$ cat src/rtl/axil_ctrl_slave_pkg.sv
// axil_ctrl_slave_pkg: shared FSM states, register map constants and response codes
package axil_ctrl_slave_pkg;
  typedef enum logic [1:0] {W_IDLE, W_DATA, W_RESP} w_state_t;
  typedef enum logic {R_IDLE, R_DATA} r_state_t;
  localparam int CTRL_OFFSET = 'h00;
  localparam int USER_BASE = 'h10;
  localparam int USER_STRIDE = 4;
  localparam int CTRL_AP_START = 0;
  localparam int CTRL_DONE = 1;
  localparam int CTRL_IDLE = 2;
  localparam logic [1:0] RESP_OKAY = 2'b00;
endpackage

$ cat src/rtl/axil_ctrl_slave.sv
// axil_ctrl_slave: AXI4-Lite control slave with ap_start/done handshake and user registers
module axil_ctrl_slave
  import axil_ctrl_slave_pkg::*;
#(
  parameter int AXI_ADDR_BITS = 6,
  parameter int AXI_DATA_BITS = 32,
  parameter int AXI_STRB_BITS = AXI_DATA_BITS / 8,
  parameter int NUM_USER_REGS = 4
) (
  input  logic                                   clock,
  input  logic                                   reset,
  input  logic                                   s_axi_control_AWVALID,
  output logic                                   s_axi_control_AWREADY,
  input  logic [AXI_ADDR_BITS-1:0]               s_axi_control_AWADDR,
  input  logic                                   s_axi_control_WVALID,
  output logic                                   s_axi_control_WREADY,
  input  logic [AXI_DATA_BITS-1:0]               s_axi_control_WDATA,
  input  logic [AXI_STRB_BITS-1:0]               s_axi_control_WSTRB,
  output logic                                   s_axi_control_BVALID,
  input  logic                                   s_axi_control_BREADY,
  output logic [1:0]                             s_axi_control_BRESP,
  input  logic                                   s_axi_control_ARVALID,
  output logic                                   s_axi_control_ARREADY,
  input  logic [AXI_ADDR_BITS-1:0]               s_axi_control_ARADDR,
  output logic                                   s_axi_control_RVALID,
  input  logic                                   s_axi_control_RREADY,
  output logic [AXI_DATA_BITS-1:0]               s_axi_control_RDATA,
  output logic [1:0]                             s_axi_control_RRESP,
  output logic                                   ap_start,
  input  logic                                   ap_done,
  input  logic                                   ap_idle,
  output logic [NUM_USER_REGS*AXI_DATA_BITS-1:0] user_regs
);
  localparam int CTRL_WORD = CTRL_OFFSET / USER_STRIDE;
  localparam int USER_WORD = USER_BASE / USER_STRIDE;
  w_state_t                 r_wstate;
  r_state_t                 r_rstate;
  logic [AXI_ADDR_BITS-1:2] r_awaddr;
  logic [AXI_DATA_BITS-1:0] r_user [NUM_USER_REGS];
  logic [AXI_DATA_BITS-1:0] r_rdata;
  logic                     r_ap_start;
  logic                     r_done;
  logic [31:0]              w_widx;
  logic [31:0]              w_ridx;
  logic [AXI_DATA_BITS-1:0] w_rmux;
  logic                     w_unused;
  assign w_widx = 32'(r_awaddr);
  assign w_ridx = 32'(s_axi_control_ARADDR[AXI_ADDR_BITS-1:2]);
  assign w_unused = ^{s_axi_control_AWADDR[1:0], s_axi_control_ARADDR[1:0]};
  assign s_axi_control_AWREADY = (r_wstate == W_IDLE) & ~reset;
  assign s_axi_control_WREADY = (r_wstate == W_DATA) & ~reset;
  assign s_axi_control_BVALID = (r_wstate == W_RESP) & ~reset;
  assign s_axi_control_ARREADY = (r_rstate == R_IDLE) & ~reset;
  assign s_axi_control_RVALID = (r_rstate == R_DATA) & ~reset;
  assign s_axi_control_BRESP = RESP_OKAY;
  assign s_axi_control_RRESP = RESP_OKAY;
  assign s_axi_control_RDATA = r_rdata;
  assign ap_start = r_ap_start;
  for (genvar u = 0; u < NUM_USER_REGS; u++) begin : g_user
    assign user_regs[u*AXI_DATA_BITS +: AXI_DATA_BITS] = r_user[u];
  end
  // Read data mux: register values before any write landing on the same edge
  always_comb begin
    w_rmux = '0;
    if (w_ridx == CTRL_WORD) begin
      w_rmux[CTRL_AP_START] = r_ap_start;
      w_rmux[CTRL_DONE] = r_done;
      w_rmux[CTRL_IDLE] = ap_idle;
    end
    for (int i = 0; i < NUM_USER_REGS; i++)
      if (w_ridx == USER_WORD + i) w_rmux = r_user[i];
  end
  // Write FSM: AW then W then B; applies the write on the W handshake, write beats ap_done
  always_ff @(posedge clock) begin
    if (reset) begin
      r_wstate <= W_IDLE;
      r_awaddr <= '0;
      r_ap_start <= 1'b0;
      for (int i = 0; i < NUM_USER_REGS; i++) r_user[i] <= '0;
    end else begin
      if (ap_done) r_ap_start <= 1'b0;
      case (r_wstate)
        W_IDLE: if (s_axi_control_AWVALID) begin
          r_awaddr <= s_axi_control_AWADDR[AXI_ADDR_BITS-1:2];
          r_wstate <= W_DATA;
        end
        W_DATA: if (s_axi_control_WVALID) begin
          r_wstate <= W_RESP;
          if (w_widx == CTRL_WORD && s_axi_control_WSTRB[0])
            r_ap_start <= s_axi_control_WDATA[CTRL_AP_START];
          for (int i = 0; i < NUM_USER_REGS; i++)
            for (int b = 0; b < AXI_STRB_BITS; b++)
              if (w_widx == USER_WORD + i && s_axi_control_WSTRB[b])
                r_user[i][8*b +: 8] <= s_axi_control_WDATA[8*b +: 8];
        end
        W_RESP: if (s_axi_control_BREADY) r_wstate <= W_IDLE;
        default: r_wstate <= W_IDLE;
      endcase
    end
  end
  // Read FSM: capture on AR handshake, hold until R handshake; CTRL read clears done_flag unless ap_done sets it
  always_ff @(posedge clock) begin
    if (reset) begin
      r_rstate <= R_IDLE;
      r_rdata <= '0;
      r_done <= 1'b0;
    end else begin
      r_done <= ap_done | (r_done & ~(s_axi_control_ARVALID & s_axi_control_ARREADY & (w_ridx == CTRL_WORD)));
      case (r_rstate)
        R_IDLE: if (s_axi_control_ARVALID) begin
          r_rdata <= w_rmux;
          r_rstate <= R_DATA;
        end
        R_DATA: if (s_axi_control_RREADY) r_rstate <= R_IDLE;
        default: r_rstate <= R_IDLE;
      endcase
    end
  end
endmodule

$ cat config.mk
export PLATFORM = sky130hd
export DESIGN_NAME = axil_ctrl_slave
export DESIGN_NICKNAME = d
export VERILOG_FILES = /design/src/rtl/axil_ctrl_slave_pkg.sv /design/src/rtl/axil_ctrl_slave.sv
export SDC_FILE = /design/constraint.sdc
export NUM_CORES = 1
export LEC_CHECK = 0
export CAP_MARGIN = 20
export CELL_PAD_IN_SITES_DETAIL_PLACEMENT = 0
export CELL_PAD_IN_SITES_GLOBAL_PLACEMENT = 2
export CORE_UTILIZATION = 29
export DETAILED_ROUTE_END_ITERATION = 8
export PLACE_DENSITY_LB_ADDON = 0.1
export SKIP_LAST_GASP = 1
export SLEW_MARGIN = 20
export SYNTH_ARGS = -nofsm -noshare
export SYNTH_HDL_FRONTEND = slang
export SYNTH_SLANG_ARGS = --single-unit
$ cat constraint.sdc
create_clock -name clock -period 2.16 [get_ports clock]
set_input_delay 0.216 -clock clock [delete_from_list [all_inputs] [get_ports clock]]
set_output_delay 0.216 -clock clock [all_outputs]
set_load 0.02 [all_outputs]
Word level (Yosys, flattened, before mapping)
Memory sizes are Yosys's and may differ from the RTL's. Index checks and enable logic that the tools add are counted.

Flip-flop bits (word level): 41. Bits in writable memories: 128. Input bits: 57. Output and inout bits: 170. Word-level logic and storage cells: 185. Memories: 1.

Equal/unequal tests: 13. Mux-type cells: 114. Bitwise gates (word level): 28. Reductions and logical operators: 23.

Memory list: r_user (words 4, width 32, rd ports 4, clocked after memory_dff 0, wr ports 4, RTL line axil_ctrl_slave.sv:39) `logic [AXI_DATA_BITS-1:0] r_user [NUM_USER_REGS];`.

Operator list (number): $mux W32 (4); $mux W8 (16); $mux W1 (88); $logic_not A32 Y1 (2); $eq A4 B3 Y1 const B (8); $logic_and A1 B1 Y1 (17); $or A1 B1 Y1 (17); $and A1 B1 Y1 (8); $mux W2 (3); $ne A2 B2 Y1 const B (3); $pmux W2 S3 (1); $reduce_and A2 Y1 (2); $mux W3 (1); $not A1 Y1 (3); $reduce_and A3 Y1 (1); $eq A2 B1 Y1 const B (1); $eq A2 B2 Y1 const B (1); $logic_not A2 Y1 (1); $pmux W1 S2 (1).

Longest topological paths before layout
Depth in word-level cells: 8. Gate-level depth with buffers: 7.

Worst setup path after synthesis
OpenSTA, ideal clock, no wires.

Kind: reg-to-reg. From: register r_awaddr[5] (netlist name). To: memory r_user[3][0], enable pin. Setup time: 0.375 ns. Arrival: 1.234 ns. Data required time: 1.785 ns. Path slack: 0.551 ns. Stages on the path, launching flop included: 4. Path through: dfxtp_1 -> nand2b_1 -> or2_2 -> o21bai_1.

RTL lines: from (decl) (RTL line axil_ctrl_slave.sv:38) `logic [AXI_ADDR_BITS-1:2] r_awaddr;`; from (signal assigned) (RTL line axil_ctrl_slave.sv:84) `r_awaddr <= s_axi_control_AWADDR[AXI_ADDR_BITS-1:2];`; to (decl) (RTL line axil_ctrl_slave.sv:39).

Worst setup path in the final report
From: input port reset. To: output port s_axi_control_WREADY.

Word-level cells in the longest chain between the ends: 2.

RTL lines: from (decl) (RTL line axil_ctrl_slave.sv:11) `input logic reset,`; $not A1 Y1 (RTL line axil_ctrl_slave.sv:51) `assign s_axi_control_WREADY = (r_wstate == W_DATA) & ~reset;`; $and A1 B1 Y1 (RTL line axil_ctrl_slave.sv:51); to (decl) (RTL line axil_ctrl_slave.sv:16) `output logic s_axi_control_WREADY,`.

Every way passes these cells.

==> results <==
-- area by class of cell --
type                            count  area [sq um]
Timing Repair Buffer              260          2590
Clock inverter                     14           141
Tap cell                          324           405
Clock buffer                       18           429
Fill cell                        2370         13900
Inverter                            1          3.75
Multi-Input combinational cell    414          2340
Sequential cell                   169          4670
-- how the worst max path moves through the flow --
stage | slack, ns | end | cells past startpoint
6_report | 0.20 | s_axi_control_WREADY | 3
5_1_grt | 0.07 | s_axi_control_BVALID | 3
4_1_cts | 0.11 | s_axi_control_BVALID | 2
3_5_place_dp | 0.06 | r_user[1][4] | 6
3_3_place_gp | 0.11 | r_user[1][1] | 6
2_1_floorplan | 0.55 | r_user[3][0] | 3
-- sequential cells by signal, summed over array words and instances, names as in the netlist --
register	count
r_user	128
s_axi_control_RDATA	32
r_awaddr	4
r_wstate	2
ap_start	1
r_done	1
r_rstate	1
-- critical path, delay by kind of cell --
family / cells / cell delay, ns
simple gates: 1 / 0.28
buf+inv: 2 / 1.25
-- per-stage QoR --
| stage | utilization | std cells |
|---|---|---|
| finish | 0.432 | 1200 |
| global route | 0.432 | 1200 |
| CTS | 0.432 | 1200 |
| detailed placement | 0.409 | 1168 |
| global placement | 0.409 | 1168 |
| floorplan | - | 631 |
-- cells in the final DEF, fill, tap and decap left out, types with 2 or more instances in the layout --
cell	synthesis	routed
a211oi_1	2	2
a21o_1	12	12
a21oi_1	10	10
and2_4	2	2
buf_12	1	8
buf_2	8	2
buf_4	11	34
clkbuf_16	0	17
clkdlybuf4s50_1	0	216
clkinv_1	0	2
clkinv_4	0	4
clkinvlp_4	0	2
conb_1	1	4
dfxtp_1	41	40
edfxtp_1	128	128
inv_8	0	4
mux2_2	29	29
mux2i_1	3	3
nand2_1	61	61
nand2_4	14	14
nand2b_1	4	4
nand3_2	0	2
nor2_1	143	142
nor2b_1	2	2
nor3_1	4	4
nor3b_1	2	2
nor4_1	5	5
o21a_1	3	3
o21ai_0	42	42
o21ai_1	3	3
o21ai_2	20	20
o21bai_1	4	4
o22ai_1	32	32
-- report_power, final --
part	internal (W)	leakage [nW]	total, W	switching [W]
sequential	0.00359	1.66	0.00368	0.0000811
combinational	0.000419	1.79	0.000907	0.000488
clock	0.00162	0.273	0.00299	0.00137
total	0.00564	3.72	0.00757	0.00194
-- kinds of logic after synthesis --
group           after synthesis  synth area share
simple gates                250             0.158
flops                       169             0.641
compound gates              128             0.111
buf+inv                      48            0.0407
mux                          32            0.0490
other cells                   1          0.000515
-- cells in the mapped netlist (4+ instances only) --
| cell type | number |
|---|---|
| nor2_1 | 143 |
| o21ai_2 | 20 |
| nand2b_1 | 4 |
| o21bai_1 | 4 |
| clkbuf_1 | 19 |
| o21ai_0 | 42 |
| nand2_1 | 61 |
| mux2_2 | 29 |
| nor4_1 | 5 |
| dfxtp_1 | 41 |
| nor3_1 | 4 |
| o22ai_1 | 32 |
| buf_4 | 11 |
| nand2_4 | 14 |
| buf_2 | 8 |
| a21o_1 | 12 |
| a21oi_1 | 10 |
| edfxtp_1 | 128 |
-- routing by layer --
| layer | part of all wire | global-route usage | routed length (um) |
|---|---|---|---|
| met1 | 0.45 | 0.237 | 10600 |
| met2 | 0.50 | 0.318 | 11800 |
| met3 | 0.049 | 0.0387 | 1170 |
| met4 | 0.0095 | 0.0459 | 226 |
| met5 | 0 | 0 | 0 |
==> metrics.md <==
| Metric | Value |
|---|---|
| Placed cell area | `10000 sq um` |
| Initial Util | `0.298` |
| Ports | `227` |
| Die height | `160 um` |
| Worst Setup SP | `reset` |
| GR Util All Layers | `0.185` |
| Data required, critical path | `1.94 ns` |
| # port buffers | `218` |
| Crit path time final | `1.96 ns` |
| Num rows | `57` |
| Synthesized area | `7280 sq um` |
| Top FF cell, synth | `edfxtp_1` |
| Final Max Slew Viols | `0` |
| Max Root-Sink Buffers | `2` |
| Pwr dens | `716 nW/um^2` |
| Root Buffer | `clkbuf_16` |
| DRC violations left | `0` |
| Synth async-reset ratio | `0` |
| Remaining Overflow, GRT | `0` |
| Post-CTS Resized | `0` |
| Final instance area | `10600 sq um` |
| Peak supply drop | `0.000421 V` |
| Seq/Total Area, Yosys | `0.641` |
| CTS buffer count | `17` |
| Netlist cell types | `42` |
| TritonCTS Sinks | `169` |
| Kind of start point of the critical path | `primary input` |
| CP Cell Sequence | `clkdlybuf4s50_1, nor3b_1, clkdlybuf4s50_1` |
| Max Cap Violations | `0` |
| Die area | `25700 sq um` |
| Status | `complete, no violations` |
| Clock-pin slew on the worst setup and hold paths | `0.07 ns` |
| PnR worst setup slack | `0.199 ns` |
| Post-synth EDFFs | `128` |
| Syn_area_per_cell | `11.6 sq um` |
| Initial DRC Count | `293` |
| Syn Inst Count | `628` |
| Area delta synth->final | `45.3%` |
| Htree depth | `4` |
| Synth top area share | `0.528` |
| Hold/Removal Path Class | `primary input to flip-flop` |
| Share of post-route cells with drive strength above 1 | `0.169` |
| Worst Setup End Kind | `output port` |
| Worst path max stage delay | `0.64 ns` |
| Hold buffer count at CTS | `0` |
| Fmax | `510 MHz` |
| Final Hold Viols | `0` |
| Clock Latency Late Sink | `0.42 ns` |
| First-pass GRT wire length | `35300 um` |
| RR Endpoint | `r_user[0][15]` |
| Clk_skew | `0.0116 ns` |
| Hold Slack | `0.277 ns` |
| RSZ-0062 raised after global routing | `no` |
| Worst Path Arrival | `1.75 ns` |
| DP Wirelength | `16800 um` |
| Pre-CTS setup slack | `0.0586 ns` |
| # setup viols final | `0` |
| Final setup TNS | `0 ns` |
| Total Wirelength | `23800 um` |
| Setup CP Type | `primary input to output port` |
| RR Startpoint | `r_wstate[1]` |
| WL per Instance | `19.8 um` |
| Worst hold endpoint | `s_axi_control_RDATA[0]` |
| Post-CTS Setup Bufs | `0` |
| Area leader, netlist | `edfxtp_1` |
| Antenna violations before repair | `0` |
| Hold Path Origin | `s_axi_control_ARADDR[2]` |
| Largest net degree at the start of global routing | `33` |
| Number of inserted diodes | `0` |
| Most common cell on crit path | `clkdlybuf4s50_1` |
| Die W | `160 um` |
| WHS Path Cells | `3` |
| Flops & latches, synth | `169` |
| Reg2reg path depth | `6` |
| Final worst-path cycle share | `0.908` |
| Core Footprint | `24500 sq um` |
| Via count | `5570` |
| Largest cells by area after synthesis | `edfxtp_1 (53%), dfxtp_1 (11%), nor2_1 (7.4%)` |
| Nets | `920` |
| Average via count per standard cell | `4.64` |
| Vias in the first global route | `5794` |
| TritonCTS clock tree | `built` |
| Synth warn | `0` |
| Pleak | `3.72 nW` |
| Final estimated routing congestion in global placement | `0.778` |
| DR pass1 iterations | `4` |
| CP max FO | `10` |
| Antenna Nets Post-Route | `0` |
| Power Total | `0.00757 W` |
| Slowest-stage cell, CP | `clkdlybuf4s50_1` |
| Reg2reg setup slack | `0.52 ns` |
No activity file was read; power rests on OpenSTA's default activity.
